$ cat src/rtl/alu_pkg.sv
// Shared definitions for the registered accumulator ALU (alu_acc).
// Contents:
//   opcode_e        4-bit opcode encoding, OP_MOVB (0) .. OP_MUL (15)
//   state_e         control FSM states: ST_IDLE accepts ops, ST_MUL runs the multiplier
//   op_writes_carry 1 when an opcode updates the sticky carry flag
package alu_pkg;

    typedef enum logic [3:0] {
        OP_MOVB  = 4'd0,
        OP_MOVAB = 4'd1,
        OP_ADD   = 4'd2,
        OP_SUB   = 4'd3,
        OP_AND   = 4'd4,
        OP_INCB  = 4'd5,
        OP_DECB  = 4'd6,
        OP_XOR   = 4'd7,
        OP_NOP   = 4'd8,
        OP_CLR   = 4'd9,
        OP_OR    = 4'd10,
        OP_SHL   = 4'd11,
        OP_SHR   = 4'd12,
        OP_ADC   = 4'd13,
        OP_SBC   = 4'd14,
        OP_MUL   = 4'd15
    } opcode_e;

    typedef enum logic {
        ST_IDLE = 1'b0,
        ST_MUL  = 1'b1
    } state_e;

    // Arithmetic and shift ops own the carry/borrow flag; logic and move ops leave it alone.
    function automatic logic op_writes_carry(input opcode_e op);
        case (op)
            OP_ADD, OP_SUB, OP_INCB, OP_DECB,
            OP_SHL, OP_SHR, OP_ADC, OP_SBC, OP_MUL: op_writes_carry = 1'b1;
            default:                                 op_writes_carry = 1'b0;
        endcase
    endfunction

endpackage

$ cat src/rtl/alu_acc_mul.sv
// Iterative unsigned shift-add multiplier for alu_acc. It is only built when the
// ALU_ACC_MUL_EN macro is defined.
// One multiplier bit is consumed per clock. A start pulse loads the operands.
// done is high during the WIDTH-th busy cycle, and product then already includes
// that last partial sum, so the parent can capture it on the same edge.
// Ports:
//   clk, reset        rising-edge clock, synchronous active-high reset
//   start             load a (multiplicand) and b (multiplier), begin
//   a, b   [WIDTH]    operands
//   done              final step in progress; product valid this cycle
//   product [2*WIDTH] full-width product
module alu_acc_mul #(
    parameter int WIDTH = 8
) (
    input  logic                 clk,
    input  logic                 reset,
    input  logic                 start,
    input  logic [WIDTH-1:0]     a,
    input  logic [WIDTH-1:0]     b,
    output logic                 done,
    output logic [2*WIDTH-1:0]   product
);

    localparam int CW = $clog2(WIDTH);

    logic               busy_q, busy_d;
    logic [CW-1:0]      cnt_q, cnt_d;
    logic [2*WIDTH-1:0] mcand_q, mcand_d;
    logic [2*WIDTH-1:0] prod_q, prod_d;
    logic [WIDTH-1:0]   mplier_q, mplier_d;
    logic [2*WIDTH-1:0] step_sum;

    always_comb begin
        busy_d   = busy_q;
        cnt_d    = cnt_q;
        mcand_d  = mcand_q;
        prod_d   = prod_q;
        mplier_d = mplier_q;

        step_sum = prod_q + (mplier_q[0] ? mcand_q : '0);
        done     = busy_q && (cnt_q == CW'(WIDTH - 1));
        product  = step_sum;

        if (start) begin
            busy_d   = 1'b1;
            cnt_d    = '0;
            mcand_d  = {{WIDTH{1'b0}}, a};
            mplier_d = b;
            prod_d   = '0;
        end else if (busy_q) begin
            prod_d   = step_sum;
            mcand_d  = mcand_q << 1;
            mplier_d = mplier_q >> 1;
            cnt_d    = cnt_q + CW'(1);
            if (done) begin
                busy_d = 1'b0;
            end
        end
    end

    always_ff @(posedge clk) begin
        if (reset) begin
            busy_q   <= 1'b0;
            cnt_q    <= '0;
            mcand_q  <= '0;
            prod_q   <= '0;
            mplier_q <= '0;
        end else begin
            busy_q   <= busy_d;
            cnt_q    <= cnt_d;
            mcand_q  <= mcand_d;
            prod_q   <= prod_d;
            mplier_q <= mplier_d;
        end
    end

endmodule

$ cat src/rtl/alu_acc.sv
// Registered accumulator ALU with a valid/ready handshake on both sides and a
// one-entry output buffer.
// Optional feature: define ALU_ACC_MUL_EN to make opcode 15 an iterative multiply
// (acc*b, WIDTH busy cycles). Without the macro, opcode 15 is a nop.
//
// Handshake: an op transfers on a clock edge where in_valid && in_ready. A result
// transfers on an edge where out_valid && out_ready. While out_valid is high and
// out_ready is low, ans and the flags hold and in_ready stays low. A result can be
// consumed and the next op accepted on the same edge.
//
// Ports:
//   clk, reset            rising-edge clock, synchronous active-high reset
//   in_valid/in_ready     producer handshake for inst/b
//   inst [4], b [WIDTH]   opcode and B operand (A is the internal accumulator)
//   out_valid/out_ready   consumer handshake for ans/zero/carry
//   ans [WIDTH+1]         held result; bit WIDTH is carry (add) or borrow (sub)
//   acc [WIDTH]           current accumulator
//   zero, carry           zero of held result, sticky carry flag
module alu_acc
    import alu_pkg::*;
#(
    parameter int               WIDTH    = 8,
    parameter logic [WIDTH-1:0] ACC_INIT = '0
) (
    input  logic             clk,
    input  logic             reset,
    input  logic             in_valid,
    output logic             in_ready,
    input  logic [3:0]       inst,
    input  logic [WIDTH-1:0] b,
    output logic             out_valid,
    input  logic             out_ready,
    output logic [WIDTH:0]   ans,
    output logic [WIDTH-1:0] acc,
    output logic             zero,
    output logic             carry
);

    localparam logic [WIDTH:0] ONE_X = {{WIDTH{1'b0}}, 1'b1};

    logic [WIDTH-1:0] acc_q, acc_d;
    logic [WIDTH:0]   ans_q, ans_d;
    logic             carry_q, carry_d;
    logic             zero_q, zero_d;
    logic             out_valid_q, out_valid_d;

    opcode_e          op;
    logic [WIDTH:0]   res;
    logic             upd;
    logic             idle;
    logic             accept;

    assign op       = opcode_e'(inst);
    assign in_ready = idle && (!out_valid_q || out_ready);
    assign accept   = in_valid && in_ready;

`ifdef ALU_ACC_MUL_EN
    state_e               state_q, state_d;
    logic                 mul_start;
    logic                 mul_done;
    logic [2*WIDTH-1:0]   mul_product;

    assign idle      = (state_q == ST_IDLE);
    assign mul_start = accept && (op == OP_MUL);

    alu_acc_mul #(.WIDTH(WIDTH)) u_mul (
        .clk     (clk),
        .reset   (reset),
        .start   (mul_start),
        .a       (acc_q),
        .b       (b),
        .done    (mul_done),
        .product (mul_product)
    );

    always_comb begin
        state_d = state_q;
        case (state_q)
            ST_IDLE: if (mul_start) state_d = ST_MUL;
            ST_MUL:  if (mul_done)  state_d = ST_IDLE;
            default: state_d = ST_IDLE;
        endcase
    end

    always_ff @(posedge clk) begin
        if (reset) begin
            state_q <= ST_IDLE;
        end else begin
            state_q <= state_d;
        end
    end
`else
    assign idle = 1'b1;
`endif

    // Single-cycle result. Bit WIDTH is the carry for adds and shl, the borrow
    // for subtracts (two's-complement subtraction at WIDTH+1 bits leaves the
    // borrow there directly), and the shifted-out lsb for shr.
    always_comb begin
        res = '0;
        upd = 1'b1;
        case (op)
            OP_MOVB:  res = {1'b0, b};
            OP_MOVAB: res = {1'b0, acc_q};
            OP_ADD:   res = {1'b0, acc_q} + {1'b0, b};
            OP_SUB:   res = {1'b0, acc_q} - {1'b0, b};
            OP_AND:   res = {1'b0, acc_q & b};
            OP_INCB:  res = {1'b0, b} + ONE_X;
            OP_DECB:  res = {1'b0, b} - ONE_X;
            OP_XOR:   res = {1'b0, acc_q ^ b};
            OP_NOP:   upd = 1'b0;
            OP_CLR:   res = '0;
            OP_OR:    res = {1'b0, acc_q | b};
            OP_SHL:   res = {acc_q, 1'b0};
            OP_SHR:   res = {acc_q[0], 1'b0, acc_q[WIDTH-1:1]};
            OP_ADC:   res = {1'b0, acc_q} + {1'b0, b} + {{WIDTH{1'b0}}, carry_q};
            OP_SBC:   res = {1'b0, acc_q} - {1'b0, b} - {{WIDTH{1'b0}}, carry_q};
            // Multiply goes through the iterative path; without it this is a nop.
            OP_MUL:   upd = 1'b0;
            default:  upd = 1'b0;
        endcase
    end

    always_comb begin
        acc_d       = acc_q;
        ans_d       = ans_q;
        carry_d     = carry_q;
        zero_d      = zero_q;
        out_valid_d = out_valid_q;

        if (out_valid_q && out_ready) begin
            out_valid_d = 1'b0;
        end

        if (accept) begin
`ifdef ALU_ACC_MUL_EN
            // A multiply produces its result only when the iteration ends.
            if (op != OP_MUL) begin
                out_valid_d = 1'b1;
            end
`else
            out_valid_d = 1'b1;
`endif
            if (upd) begin
                ans_d  = res;
                acc_d  = res[WIDTH-1:0];
                zero_d = (res[WIDTH-1:0] == '0);
                if (op_writes_carry(op)) begin
                    carry_d = res[WIDTH];
                end
            end
        end

`ifdef ALU_ACC_MUL_EN
        if (state_q == ST_MUL && mul_done) begin
            ans_d       = {1'b0, mul_product[WIDTH-1:0]};
            acc_d       = mul_product[WIDTH-1:0];
            zero_d      = (mul_product[WIDTH-1:0] == '0);
            carry_d     = |mul_product[2*WIDTH-1:WIDTH];
            out_valid_d = 1'b1;
        end
`endif
    end

    always_ff @(posedge clk) begin
        if (reset) begin
            acc_q       <= ACC_INIT;
            ans_q       <= '0;
            carry_q     <= 1'b0;
            zero_q      <= 1'b1;
            out_valid_q <= 1'b0;
        end else begin
            acc_q       <= acc_d;
            ans_q       <= ans_d;
            carry_q     <= carry_d;
            zero_q      <= zero_d;
            out_valid_q <= out_valid_d;
        end
    end

    assign ans       = ans_q;
    assign acc       = acc_q;
    assign zero      = zero_q;
    assign carry     = carry_q;
    assign out_valid = out_valid_q;

endmodule

$ cat config.mk
export PLATFORM = sky130hd
export DESIGN_NAME = alu_acc
export DESIGN_NICKNAME = d
export VERILOG_FILES = /design/src/rtl/alu_pkg.sv /design/src/rtl/alu_acc_mul.sv /design/src/rtl/alu_acc.sv
export SDC_FILE = /design/constraint.sdc
export NUM_CORES = 1
export LEC_CHECK = 0
export BUFFER_PORTS_ARGS = -buffer_cell sky130_fd_sc_hd__buf_2
export CORE_MARGIN = 2
export CORE_UTILIZATION = 55
export CTS_BUF_LIST = sky130_fd_sc_hd__clkbuf_16
export DETAILED_ROUTE_END_ITERATION = 10
export HOLD_SLACK_MARGIN = 0.02
export PLACE_DENSITY_LB_ADDON = 0.05
export SLEW_MARGIN = 10
export SYNTH_ARGS = -nofsm -noshare
export SYNTH_HDL_FRONTEND = slang
export SYNTH_SLANG_ARGS = --single-unit
$ cat constraint.sdc
create_clock -name clk -period 11.7 [get_ports clk]
set_clock_uncertainty 0.15 [all_clocks]
set_input_delay 1.17 -clock clk [delete_from_list [all_inputs] [get_ports clk]]
set_output_delay 1.17 -clock clk [all_outputs]
set_load 0.05 [all_outputs]
==> tab_implementation.tex <==
\begin{tabular}{lr}
\hline
Metric & Value \\
\hline
\multicolumn{2}{l}{\textbf{Outcome}} \\
Outcome & complete, no violations \\
\multicolumn{2}{l}{\textbf{Worst setup path}} \\
Cell family with the largest share of critical-path delay & compound AO/OA/AOI/OAI gates \\
Cell with the most instances on the worst path & sky130\_fd\_sc\_hd\_\_ha\_1 \\
Reg2Reg Capture Point & ans[8] \\
Maximum net fanout on the critical path & 10 \\
Critical path class & input pin to register \\
Data arrival, critical path & 5.14 ns \\
Critical Path End Type & register \\
Cell with the biggest individual delay on the critical path & sky130\_fd\_sc\_hd\_\_nor3b\_1 \\
R2R setup slack & 8.12 ns \\
Startpoint of the worst-slack reg-to-reg timing path & acc[2] \\
Depth of the worst register-to-register path & 10 \\
Required time at the worst-slack endpoint & 11.70 ns \\
Worst setup path startpoint & inst[0] \\
Buf+Inv Stages, Crit Path & 3 \\
Type of origin of the critical path & input pin \\
Chain of cells forming the critical path & buf\_2, inv\_1, ha\_1, clkinv\_1, nor3b\_1, ha\_1, a21o\_1, a21oi\_1, xor2\_1, o22a\_1, o211ai\_1, a211oi\_1, nand4\_1, o31ai\_2 \\
Biggest cell delay along the critical path & 1.01 ns \\
\multicolumn{2}{l}{\textbf{Power and ir drop}} \\
Part of the total power dissipated in the clock network & 0.203 \\
Maximum resistive drop on vdd & 0.0857 mV \\
Power per standard cell area & around 95 nW/µm² \\
Net switching fraction of the power & 0.490 \\
Total internal power & 0.157 mW \\
Standby leakage power & 1.38 nW \\
Net Switching & 0.151 mW \\
Combinational fraction of design power & 0.623 \\
Part of the total power dissipated in sequential elements & 0.174 \\
\multicolumn{2}{l}{\textbf{Logic synthesis}} \\
Simple-gate share of the synthesized area & 0.242 \\
Main synth FF type & sky130\_fd\_sc\_hd\_\_dfxtp\_1 \\
Mapped Avg Cell Area & 7.38 µm² \\
Leading area contributor after synthesis & sky130\_fd\_sc\_hd\_\_ha\_1 \\
Proportion of synthesized flip-flops having asynchronous set or reset & 0 \\
Number of enable flip-flop cells after synthesis & 0 \\
Mapped cell area & 3070 µm² \\
Count of synthesis-stage warnings from yosys & 0 \\
Seq cells post-synth & 12 \\
Adder-Cell Fraction of Synth Area & 0.183 \\
Multiplexer share of the synthesized area & 0.0106 \\
Register area share after synthesis & 0.0782 \\
Count of unique library cells instantiated by Yosys & 80 \\
Syn nets & around 480 \\
Post-synthesis compound-gate area fraction & 0.315 \\
Yosys top cell area share & 0.163 \\
Top cells by area, synth & sky130\_fd\_sc\_hd\_\_ha\_1 (16\%), sky130\_fd\_sc\_hd\_\_dfxtp\_1 (7.8\%), sky130\_fd\_sc\_hd\_\_xnor2\_1 (4.0\%), sky130\_fd\_sc\_hd\_\_a211oi\_1 (3.9\%), sky130\_fd\_sc\_hd\_\_nand2\_1 (3.9\%) \\
Xor/xnor cell area share of the yosys netlist & 0.0738 \\
Combinational family with the most area after synthesis & compound AO/OA/AOI/OAI gates \\
Synth Instances & around 420 \\
\multicolumn{2}{l}{\textbf{Die}} \\
Die extent in x & between 70 and 80 µm \\
Die Footprint & 6200 µm² \\
Area of the core & 5440 µm² \\
Boundary Pins & 37 \\
Row Count & 27 \\
Die outline height & between 70 and 80 µm \\
Initial standard-cell utilization of the core & 0.565 \\
\multicolumn{2}{l}{\textbf{STA}} \\
RSZ-0062 raised after global routing & false \\
Post-layout worst setup margin & 6.56 ns \\
Worst slew margin relative to its limit & 0.245 \\
Final-report max-slew violation count & 0 \\
Portion of the clock cycle consumed by the worst path in the final layout & 0.440 \\
Setup tns final & 0 ns \\
Setup violators final & 0 \\
Fin crit period & 5.14 ns \\
Slew at the pin closest to its max-slew limit & approximately 1.1 ns \\
Post-Route Hold Slack & 0.350 ns \\
Final Hold Viols & 0 \\
Maximum operating frequency & 194 MHz \\
\multicolumn{2}{l}{\textbf{Placement}} \\
Number of port buffers & 36 \\
Total cell area at the placement stage & 3140 µm² \\
Pre-CTS setup slack & 6.41 ns \\
Routability congestion estimate from global placement & 0.962 \\
Final HPWL DP & 7540 µm \\
\multicolumn{2}{l}{\textbf{Detailed routing}} \\
Met3 WL & 433 µm \\
DR pass1 iterations & 4 \\
Total met2 wirelength after detailed routing & 4660 µm \\
Post-Route M1 WL & 4500 µm \\
DR WL/cell & 19.9 µm \\
Total number of vias & 3,249 \\
Wire length after detailed routing & between 9000 and 10,000 µm \\
Antenna violation net count after detailed routing & 0 \\
Via density per instance & 6.54 \\
Top layer in use & met4 \\
Count of unresolved DRC violations after routing & 0 \\
Starting DRC count in detailed routing & 233 \\
\multicolumn{2}{l}{\textbf{CTS}} \\
Number of sinks on the clock net & 12 \\
TritonCTS clock tree & built \\
Clock insertion delay at the later pin of the skew report & 0.24 ns \\
Clock buffer count from CTS & 3 \\
Level count of the clock H-tree & 1 \\
Count of instances resized after the clock tree is built & 0 \\
CTS Buffer Depth & 2 \\
Clock-pin transition on the worst setup and hold timing paths & 0.04 ns \\
Root buffer cell & sky130\_fd\_sc\_hd\_\_clkbuf\_16 \\
Post-CTS Setup Bufs & 0 \\
Cts hold-fix bufs & 0 \\
\multicolumn{2}{l}{\textbf{Final layout}} \\
Most common library cell in the layout ignoring fill and taps & sky130\_fd\_sc\_hd\_\_ha\_1 \\
Net count of the finished layout & 485 \\
Number of filler instances in the final layout & 541 \\
Commonest cells after routing, fill and taps aside & sky130\_fd\_sc\_hd\_\_ha\_1 (40), sky130\_fd\_sc\_hd\_\_buf\_2 (36), sky130\_fd\_sc\_hd\_\_nand2\_1 (32) \\
Area overhead of the layout relative to synthesis & 4.93\% \\
N\_diodes & 0 \\
Share of final-layout standard cells stronger than drive strength 1 & 0.148 \\
Design area & 3220 µm² \\
\multicolumn{2}{l}{\textbf{Worst hold path}} \\
Hold endpoint & zero \\
Hold depth & 2 \\
Hold Path Class & register to register \\
Startpoint of the tightest hold check path & zero \\
\multicolumn{2}{l}{\textbf{Global routing}} \\
Overall routing resource usage & 0.325 \\
Pin count of the biggest net entering global routing & 49 \\
Antenna violations before repair & 0 \\
Aggregate global routing overflow & 0 \\
Vias in the first global route & 3,039 \\
First-pass GRT wire length & 15,800 µm \\
\multicolumn{2}{l}{\textbf{Run}} \\
Max-cap violation count & 0 \\
\hline
\end{tabular}
==> tightest hold or removal path, cell delays in order, from the launching register on <==
cell                      delay, ns
sky130_fd_sc_hd__dfxtp_1       0.33
sky130_fd_sc_hd__a21oi_1       0.08
sky130_fd_sc_hd__o31ai_2       0.06
==> cell usage after synthesis (5+ instances only) <==
cell,count
sky130_fd_sc_hd__nand2_1,32
sky130_fd_sc_hd__nor3b_1,5
sky130_fd_sc_hd__a211oi_1,16
sky130_fd_sc_hd__a21oi_1,21
sky130_fd_sc_hd__ha_1,40
sky130_fd_sc_hd__clkbuf_1,9
sky130_fd_sc_hd__a31oi_1,6
sky130_fd_sc_hd__nand3_1,16
sky130_fd_sc_hd__o21ai_0,22
sky130_fd_sc_hd__xor2_1,10
sky130_fd_sc_hd__nor3_1,10
sky130_fd_sc_hd__inv_1,24
sky130_fd_sc_hd__buf_4,11
sky130_fd_sc_hd__nor2_1,31
sky130_fd_sc_hd__o22ai_1,7
sky130_fd_sc_hd__a21o_1,5
sky130_fd_sc_hd__nor2b_1,5
sky130_fd_sc_hd__o21a_1,5
sky130_fd_sc_hd__xnor2_1,14
sky130_fd_sc_hd__o211ai_1,5
sky130_fd_sc_hd__dfxtp_1,12
==> cell type report <==
type / count / area, µm² / area share
clock inverter: 1 / 3.75 / 0.00117
timing repair buffer: 37 / 188 / 0.0583
multi-input combinational: 346 / 2530 / 0.784
tap: 72 / 90.1 / 0.0280
sequential: 12 / 240 / 0.0746
clock buffer: 3 / 75.1 / 0.0233
inverter: 26 / 97.6 / 0.0303
==> power groups by stage <==
stage / logic (mW) / registers, mW / clock network (mW)
after detailed placement: 0.188 / 0.0539 / 0
after global placement: 0.187 / 0.0537 / 0
after floorplan: 0.139 / 0.0644 / 0
after global routing: 0.209 / 0.0538 / 0.0649
after CTS: 0.189 / 0.0532 / 0.0632
final: 0.192 / 0.0534 / 0.0625
==> state kept, by name, summed over array words and instances, names as in the netlist <==
name / flops
zero: 1
acc: 7
ans: 2
carry: 1
out_valid: 1
==> cells by family (layout without fill, tap and decap cells) <==
group | Yosys count | after routing
fa+ha+maj | 43 | 43
buf+inv | 58 | 67
xor+xnor | 25 | 25
mux | 3 | 3
compound gates | 136 | 136
flops | 12 | 12
simple gates | 139 | 139
==> stage by stage <==
| stage | util | power, mW | std cells |
|---|---|---|---|
| after floorplan | - | 0.203 | 416 |
| after global placement | 0.578 | 0.241 | 493 |
| after detailed placement | 0.578 | 0.242 | 493 |
| after CTS | 0.592 | 0.305 | 497 |
| after global routing | 0.592 | 0.328 | 497 |
| final | 0.592 | 0.308 | 497 |
==> worst max-delay path by stage <==
stage	end	slack (ns)	cells past startpoint
2_1_floorplan	zero	7.19	14
3_3_place_gp	ans[8]	6.57	14
3_5_place_dp	zero	6.41	14
4_1_cts	zero	6.67	14
5_1_grt	zero	6.28	14
6_report	zero	6.56	14
==> metal layers <==
metal  global-route usage  up-vias
li1                     -     1555
met1                0.446     1547
met2                0.529      125
met3               0.0375       22
met4                0.105        0
met5                    0        -
Note: power is estimated with default switching activity, not from simulation.
